<file path="src/rtl/ysyx_040750_rf_pkg.sv">
// Shared constants, types and helpers for the GPR file and its scoreboard.
package ysyx_040750_rf_pkg;

    localparam int REG_AW = 5;
    localparam int NREG   = 32;

    typedef logic [REG_AW-1:0] reg_addr_t;

    // Number of set bits; used to count write ports retiring into one register.
    function automatic logic [5:0] popcount(input logic [31:0] v);
        logic [5:0] n;
        n = '0;
        for (int i = 0; i < 32; i++) begin
            n = n + {5'd0, v[i]};
        end
        return n;
    endfunction

endpackage

</file>
<file path="src/rtl/ysyx_040750_sb_cnt.sv">
// Pending-write counter for one architectural register: counts issued but not
// yet written-back producers and flags writebacks nobody was waiting for.
module ysyx_040750_sb_cnt #(
    parameter int CNT_W = 2,
    parameter int DW    = 1
) (
    input  logic             I_sys_clk,
    input  logic             I_rst,
    input  logic             inc_i,
    input  logic [DW-1:0]    dec_i,
    output logic [CNT_W-1:0] cnt_o,
    output logic             busy_o,
    output logic             sat_o,
    output logic             underflow_o
);

    localparam int SW = CNT_W + DW;

    logic [CNT_W-1:0] cnt_q;
    logic [CNT_W-1:0] cnt_d;
    logic [SW-1:0]    sum;

    // Issue is refused at saturation, so sum - dec always fits back in CNT_W.
    always_comb begin
        sum         = SW'(cnt_q) + SW'(inc_i);
        underflow_o = SW'(dec_i) > sum;
        cnt_d       = underflow_o ? '0 : CNT_W'(sum - SW'(dec_i));
    end

    always_ff @(posedge I_sys_clk) begin
        if (I_rst) begin
            cnt_q <= '0;
        end else begin
            cnt_q <= cnt_d;
        end
    end

    // Busy ignores this cycle's issue so the read side never depends on issue.
    assign busy_o = SW'(cnt_q) > SW'(dec_i);
    assign sat_o  = (cnt_q == '1);
    assign cnt_o  = cnt_q;

endmodule

</file>
<file path="src/rtl/ysyx_040750_gpr_sb.sv">
// Multi-port integer register file (x0 = 0) with per-register pending-write
// scoreboard used by ID to stall on RAW hazards.
module ysyx_040750_gpr_sb
    import ysyx_040750_rf_pkg::*;
#(
    parameter int XLEN   = 64,
    parameter int NR     = 2,
    parameter int NW     = 1,
    parameter int CNT_W  = 2,
    parameter int BYPASS = 1
) (
    input  logic                 I_sys_clk,
    input  logic                 I_rst,
    input  logic [NR*REG_AW-1:0] I_rs_addr,
    output logic [NR*XLEN-1:0]   O_rs_data,
    output logic [NR-1:0]        O_rs_busy,
    input  logic [NW-1:0]        I_wen,
    input  logic [NW*REG_AW-1:0] I_rd_addr,
    input  logic [NW*XLEN-1:0]   I_wr_data,
    input  logic                 I_iss_valid,
    input  logic [REG_AW-1:0]    I_iss_rd,
    output logic                 O_iss_ready,
    output logic                 O_err
);

    localparam int DW = $clog2(NW + 1);

    logic [XLEN-1:0]  gpr_q   [NREG];
    logic [NW-1:0]    hit_d   [NREG];
    logic [XLEN-1:0]  wdata_d [NREG];
    logic [DW-1:0]    dec_d   [NREG];
    logic [CNT_W-1:0] cnt_a   [NREG];
    logic             busy_a  [NREG];
    logic             sat_a   [NREG];
    logic             unf_a   [NREG];
    logic             iss_fire;
    logic             any_unf;
    logic             err_q;
    logic             err_d;

    // Per-register write decode; the later (higher-index) port wins the data.
    always_comb begin
        for (int i = 0; i < NREG; i++) begin
            hit_d[i]   = '0;
            wdata_d[i] = '0;
            for (int k = 0; k < NW; k++) begin
                if (i != 0 && I_wen[k] &&
                    I_rd_addr[k*REG_AW +: REG_AW] == reg_addr_t'(i)) begin
                    hit_d[i][k] = 1'b1;
                    wdata_d[i]  = I_wr_data[k*XLEN +: XLEN];
                end
            end
            dec_d[i] = DW'(popcount(32'(hit_d[i])));
        end
    end

    always_ff @(posedge I_sys_clk) begin
        if (I_rst) begin
            for (int i = 0; i < NREG; i++) begin
                gpr_q[i] <= '0;
            end
        end else begin
            for (int i = 1; i < NREG; i++) begin
                if (|hit_d[i]) begin
                    gpr_q[i] <= wdata_d[i];
                end
            end
        end
    end

    assign iss_fire = I_iss_valid & O_iss_ready;

    for (genvar gi = 0; gi < NREG; gi++) begin : g_reg
        if (gi == 0) begin : g_x0
            assign cnt_a[gi]  = '0;
            assign busy_a[gi] = 1'b0;
            assign sat_a[gi]  = 1'b0;
            assign unf_a[gi]  = 1'b0;
        end else begin : g_cnt
            logic inc;
            assign inc = iss_fire && (I_iss_rd == reg_addr_t'(gi));

            ysyx_040750_sb_cnt #(
                .CNT_W(CNT_W),
                .DW   (DW)
            ) u_cnt (
                .I_sys_clk  (I_sys_clk),
                .I_rst      (I_rst),
                .inc_i      (inc),
                .dec_i      (dec_d[gi]),
                .cnt_o      (cnt_a[gi]),
                .busy_o     (busy_a[gi]),
                .sat_o      (sat_a[gi]),
                .underflow_o(unf_a[gi])
            );
        end
    end

    assign O_iss_ready = ~I_rst & ((I_iss_rd == '0) | ~sat_a[I_iss_rd]);

    always_comb begin
        any_unf = 1'b0;
        for (int i = 0; i < NREG; i++) begin
            any_unf = any_unf | unf_a[i];
        end
        err_d = err_q | any_unf;
    end

    always_ff @(posedge I_sys_clk) begin
        if (I_rst) begin
            err_q <= 1'b0;
        end else begin
            err_q <= err_d;
        end
    end

    assign O_err = err_q;

    for (genvar gi = 0; gi < NR; gi++) begin : g_rd
        reg_addr_t       addr;
        logic [XLEN-1:0] data;
        logic            busy;

        assign addr = I_rs_addr[gi*REG_AW +: REG_AW];

        always_comb begin
            data = gpr_q[addr];
            if (BYPASS != 0) begin
                for (int k = 0; k < NW; k++) begin
                    if (I_wen[k] && I_rd_addr[k*REG_AW +: REG_AW] == addr) begin
                        data = I_wr_data[k*XLEN +: XLEN];
                    end
                end
            end
            busy = (BYPASS != 0) ? busy_a[addr] : (cnt_a[addr] != '0);
            if (addr == '0) begin
                data = '0;
                busy = 1'b0;
            end
        end

        assign O_rs_data[gi*XLEN +: XLEN] = data;
        assign O_rs_busy[gi]              = busy;
    end

endmodule

</file>
<file path="config.mk">
export PLATFORM = sky130hd
export DESIGN_NAME = ysyx_040750_gpr_sb
export DESIGN_NICKNAME = d
export VERILOG_FILES = /design/src/rtl/ysyx_040750_rf_pkg.sv /design/src/rtl/ysyx_040750_sb_cnt.sv /design/src/rtl/ysyx_040750_gpr_sb.sv
export SDC_FILE = /design/constraint.sdc
export NUM_CORES = 2
export LEC_CHECK = 0
export ABC_AREA = 0
export BUFFER_PORTS_ARGS = -buffer_cell sky130_fd_sc_hd__buf_4
export CORE_ASPECT_RATIO = 1.4
export CORE_MARGIN = 2
export CORE_UTILIZATION = 48
export CTS_CLUSTER_DIAMETER = 120
export DETAILED_ROUTE_END_ITERATION = 16
export MAX_ROUTING_LAYER = met4
export SLEW_MARGIN = 0
export SYNTH_ARGS = -nofsm -noshare
export SYNTH_HDL_FRONTEND = slang
export SYNTH_SLANG_ARGS = --single-unit
</file>
<file path="constraint.sdc">
create_clock -name I_sys_clk -period 7.75 [get_ports I_sys_clk]
set_input_delay 1.1625 -clock I_sys_clk [delete_from_list [all_inputs] [get_ports I_sys_clk]]
set_output_delay 1.1625 -clock I_sys_clk [all_outputs]
set_load 0.05 [all_outputs]
</file>
After elaboration in Yosys (flattened, before gate mapping):

Memory sizes are Yosys's and may differ from the RTL's.
Cells that the tools add are included.

* order comparisons: 65
* bitwise gates (word level): 70
* mux-type cells: 203
* reductions and logical operators: 98
* $mul: 0
* add/sub/neg operators: 62
* shift-type cells: 0
* equal/unequal tests: 95
* divide/modulo/power cells: 0

Operator list (number)
* $mux W64: 66
* $eq A5 B5 Y1 const B: 32
* $mux W1: 134
* $add A2 B1 Y3: 31
* $gt A1 B3 Y1: 31
* $eq A5 B4 Y1 const B: 16
* $logic_and A1 B1 Y1: 64
* $or A1 B1 Y1: 63
* $eq A2 B2 Y1 const B: 31
* $gt A2 B1 Y1: 31
* $reduce_or A2 Y1: 31
* $sub A2 B1 Y2: 31
* $eq A5 B3 Y1 const B: 8
* $eq A5 B2 Y1 const B: 4
* $ge A6 B6 Y1 const B: 3
* $not A5 Y6: 3
* $bmux W1 S5: 3
* $logic_not A5 Y1: 3
* $eq A5 B1 Y1 const B: 2
* $eq A5 B5 Y1: 2
* $and A1 B1 Y1: 2
* $not A1 Y1: 2

* RAM bits: 2048
* memory bits (read-only): 0
* logic and storage cells: 626
* bits in latches: 0
* input port bits: 88
* output and inout port bits: 132
* memories: 1
* flip-flop bits (word level): 63

Memories
* gpr_q: words 32, bits a word 64, read ports 2, clocked after memory_dff 0, write ports 32, RTL line ysyx_040750_gpr_sb.sv:28 `logic [XLEN-1:0] gpr_q [NREG];`

Longest topological paths before layout:

* depth in word-level cells: 42
* gate-level depth with buffers: 16
* gate-level depth less buffers: 13

By module:

From an unflattened synthesis, not the netlist that was laid out.

* cells, all modules: 8361
* area total of the unflattened synthesis: 115449.5 sq um

Modules (own cells, without submodules)
* ysyx_040750_gpr_sb: area each 108769.3 sq um, cells each 7617, sequential area each 59597.2 sq um, instances 1
* ysyx_040750_sb_cnt (g_reg[10].g_cnt.u_cnt ...): area each 216.5 sq um, cells each 24, sequential area each 40.0 sq um, instances 25
* ysyx_040750_sb_cnt (g_reg[3].g_cnt.u_cnt ...): area each 211.5 sq um, cells each 24, sequential area each 40.0 sq um, instances 6

Worst setup path after synthesis:

OpenSTA, ideal clock, no wires.

* kind: input-to-output
* start: input port I_rs_addr[1]
* end: output port O_rs_data[1]
* buffers on the path: 3
* data arrival time: 3979 ps
* data required time: 6588 ps
* path slack: 2609 ps
* cell stages on the path: 8
* cells stage by stage: buf_4 -> xnor2_1 -> nand4_2 -> or2_1 -> clkbuf_1 -> buf_2 -> nand4_1 -> nor4b_1

* word-level cells in the longest chain between the ends: 4
* elaborated cells between the ends (all ways): 6
* those cells by class: eq/ne: 1; mux: 2; reduce/logical: 2; memory: 1

Ends and longest elaborated chain
* start: declaration: RTL line ysyx_040750_gpr_sb.sv:14 `input logic [NR*REG_AW-1:0] I_rs_addr,`
* branches (longest 3 deep; another with $mem_v2 Z32 W64)
* $mux W64 (*): RTL line ysyx_040750_gpr_sb.sv:136 `if (addr == '0) begin`
* end: declaration: RTL line ysyx_040750_gpr_sb.sv:15 `output logic [NR*XLEN-1:0] O_rs_data,`

Every way passes the cells marked *.

Worst setup path after layout:

* start: input port I_rs_addr[2]
* end: output port O_rs_data[31]

The elaborated chain is that of the path after synthesis.

==> reports/results.tsv <==
metric	value	unit
top cells by area, synth	edfxtp_1 53%, mux4_2 17%, and2_1 11%	
Area after DPL	118000	um2
post-synth net total	8302	
DP Cell Count	10800	
Residual DRC	0	
Synth Area in Simple Gates	0.140	
GR Util All Layers	0.409	
critical path cell sequence	buf_6 -> xnor2_1 -> nand4_2 -> o211ai_4 -> o221ai_1 -> nor3_1 -> buf_4	
First DRT Iteration DRCs	14900	
most used routing layer	met2	
Detailed Routing Iterations Pass 1	9	
Startpoint Class	input port	
initial core utilization	0.482	
fin cells	11200	
ys async rst share	0	
Final period util	0.883	
initial antenna violation count	74	
Syn-to-layout area delta	10.2	%
CP top delay family	simple AND/OR/NAND/NOR gates	
Worst-path clk slew	0.06	ns
CTS Buf Count	218	
Ys Warns	0	
PwrDens	222	nW/um2
number of global-route vias before repair	79300	
layout cells sized above 1	0.234	
Lkg Pwr	43.7	nW
WP data arrival	5.68	ns
die height	579	um
count of final setup violators	0	
register bit total from synthesis	2047	
WL/cell	43.0	um
Clock Path Buffers	4	
Rows	211	
max incr delay on CP	1.32	ns
GRT Residual Overflow	0	
Via Count	80800	
Seq pwr share	0.471	
most frequent cells after synthesis	1991 x and2_1, 1984 x edfxtp_1, 871 x mux4_2	
Mean Syn Cell Area	14.1	um2
fin. max-slew vios	19	
post-synth top area share	0.525	
Switching Fraction	0.277	
postcts setup bufs	0	
Core Area	235000	um2
Placer Congestion	0.950	
CP max-delay cell	o211ai_4	
CTS tree	done	
IO Port Bufs	219	
Clk pwr share	0.379	
Post-Synth Adder-Cell Area	0.0205	
cell with the most instances after synthesis	and2_1	
CP Buf/Inv Count	2	
Post-Synthesis Cell Area	113000	um2
RSZ-0062 raised after global routing	no	
worst slew pin tran	1.55	ns
final hold viol count	0	
die area	240000	um2
post-DR vias/cell	7.20	
CP required	6.59	ns
kind of critical path	in2out	
grt met3 use	0.101	
post_cts resized	0	
largest family of logic cells by synthesized area	multiplexers	
Synth Flop Type	edfxtp_1	
post-synthesis compound-gate area fraction	0.0600	
failing checks	max-capacitance violations, max-slew violations	
Post-synth EDFFs	1984	
# Max-Cap Violations	1	
Final nets	8168	
CP Max Fanout	49	
Net Sw Power	7.68	mW
maximum clock frequency	0.146	GHz
Cell Int Power	20.0	mW
Boundary Pins	220	
root buffer cell	clkbuf_16	
Min-Delay Path Class	reg2reg	
Final TNS setup	0	ns
Slew headroom	-0.0368	
DPL Wire Length	281000	um
post-synthesis sequential area ratio	0.536	
Final ANT Viol Nets	0	
mux share of post-synthesis cell area	0.201	
status	finished, violations left	
design area	125000	um2
XOR/XNOR share of the synthesized area	0.00317	
first-pass GRT wire length	653000	um
clock sinks	2047	
Hold Buf Count CTS	0	
die extent in x	415	um
met1 Usage GRT	0.486	
VDD IR-drop max	193	uV
pin count of the biggest net entering global routing	125	
synth unique cells	78	
Post-Route WL	482000	um
Gate power share	0.150	
Final min period	6.84	ns
GR Layer Usage met2	0.610	
Cells after Synth	8028	
Fin Hold WS	0.753	ns
clk_lat worst skew	0.90	ns
Yosys top cell by area	edfxtp_1	
H-tree Lvls	4	
Clock Skews	0.0224	ns
Setup crit end kind	primary output	
-- final timing paths --
kind	from	endpoint	slack (ns)	depth (start not counted)
worst min-delay path	g_reg[20].g_cnt.u_cnt.cnt_o[0]	g_reg[20].g_cnt.u_cnt.cnt_o[0]	0.75	3
worst max-delay path	I_rs_addr[2]	O_rs_data[31]	0.91	7
worst max register to register	g_reg[9].g_cnt.u_cnt.cnt_o[0]	O_err	3.45	12
worst min register to register	g_reg[20].g_cnt.u_cnt.cnt_o[0]	g_reg[20].g_cnt.u_cnt.cnt_o[0]	0.75	3
-- state kept, by name, indices dropped and copies added, names as in the netlist --
signal,cells
O_err,1
g.g_cnt.u_cnt.cnt_o,62
gpr_q,1984
-- power groups by stage --
stage	combinational (mW)	sequential, mW	clock (mW)
floorplan	2.44	13.2	0
global placement	4.03	13.2	0
detailed placement	4.03	13.3	0
CTS	4.04	13.0	10.5
global route	4.18	13.1	10.9
finish	4.16	13.0	10.5
-- logic make-up after synthesis --
kind of cell	after synthesis
AO/OA/AOI/OAI	912
multiplexers	1171
XOR/XNOR	41
buffers and inverters	976
adder cells (fa/ha/maj)	186
flip-flops	2047
AND/OR/NAND/NOR	2695
-- tightest hold or removal path: stages, from the launching register on --
cell     delay, ns
dfxtp_1       0.35
ha_1          0.16
ha_1          0.14
nor3b_1       0.05
-- layout by cell type (no fill, tap or decap), types with 53 or more instances in the layout --
master / n
a21oi_1: 88
a221o_1: 68
a221oi_1: 108
a22o_1: 62
a22oi_1: 159
and2_1: 1988
buf_4: 420
clkbuf_1: 53
clkbuf_16: 221
dfxtp_1: 63
diode_2: 74
edfxtp_1: 1984
ha_1: 186
inv_1: 160
mux2_2: 148
mux2i_1: 152
mux4_2: 871
nand2_1: 167
nor2_1: 134
nor3_1: 140
o211ai_1: 55
o21ai_0: 98
o22ai_1: 61
-- layout make-up --
class / instances / area (um2)
fillers: 19400 / 110000
flip-flops and latches: 2047 / 60800
multi-input cells: 5005 / 48900
clock buffers: 274 / 5730
repair buffers: 458 / 3880
well taps: 3088 / 3860
clock inverters: 109 / 1030
inverters: 164 / 623
diodes: 74 / 185
-- metrics by stage --
stage / worst slack, ns / total power, mW / utilization
floorplan: 2.61 / 15.6 / -
CTS: 1.24 / 27.5 / 0.530
global route: 1.19 / 28.1 / 0.530
global placement: 1.24 / 17.2 / 0.501
detailed placement: 1.24 / 17.3 / 0.501
finish: 0.906 / 27.7 / 0.531
-- layer usage --
layer  vias up  routed length, um
met1     41300             160000
met2      7128             218000
met4         0              40500
li1      30500                  -
met5         -                  0
met3      1982              63800
Note: power is estimated with default switching activity, not from simulation.
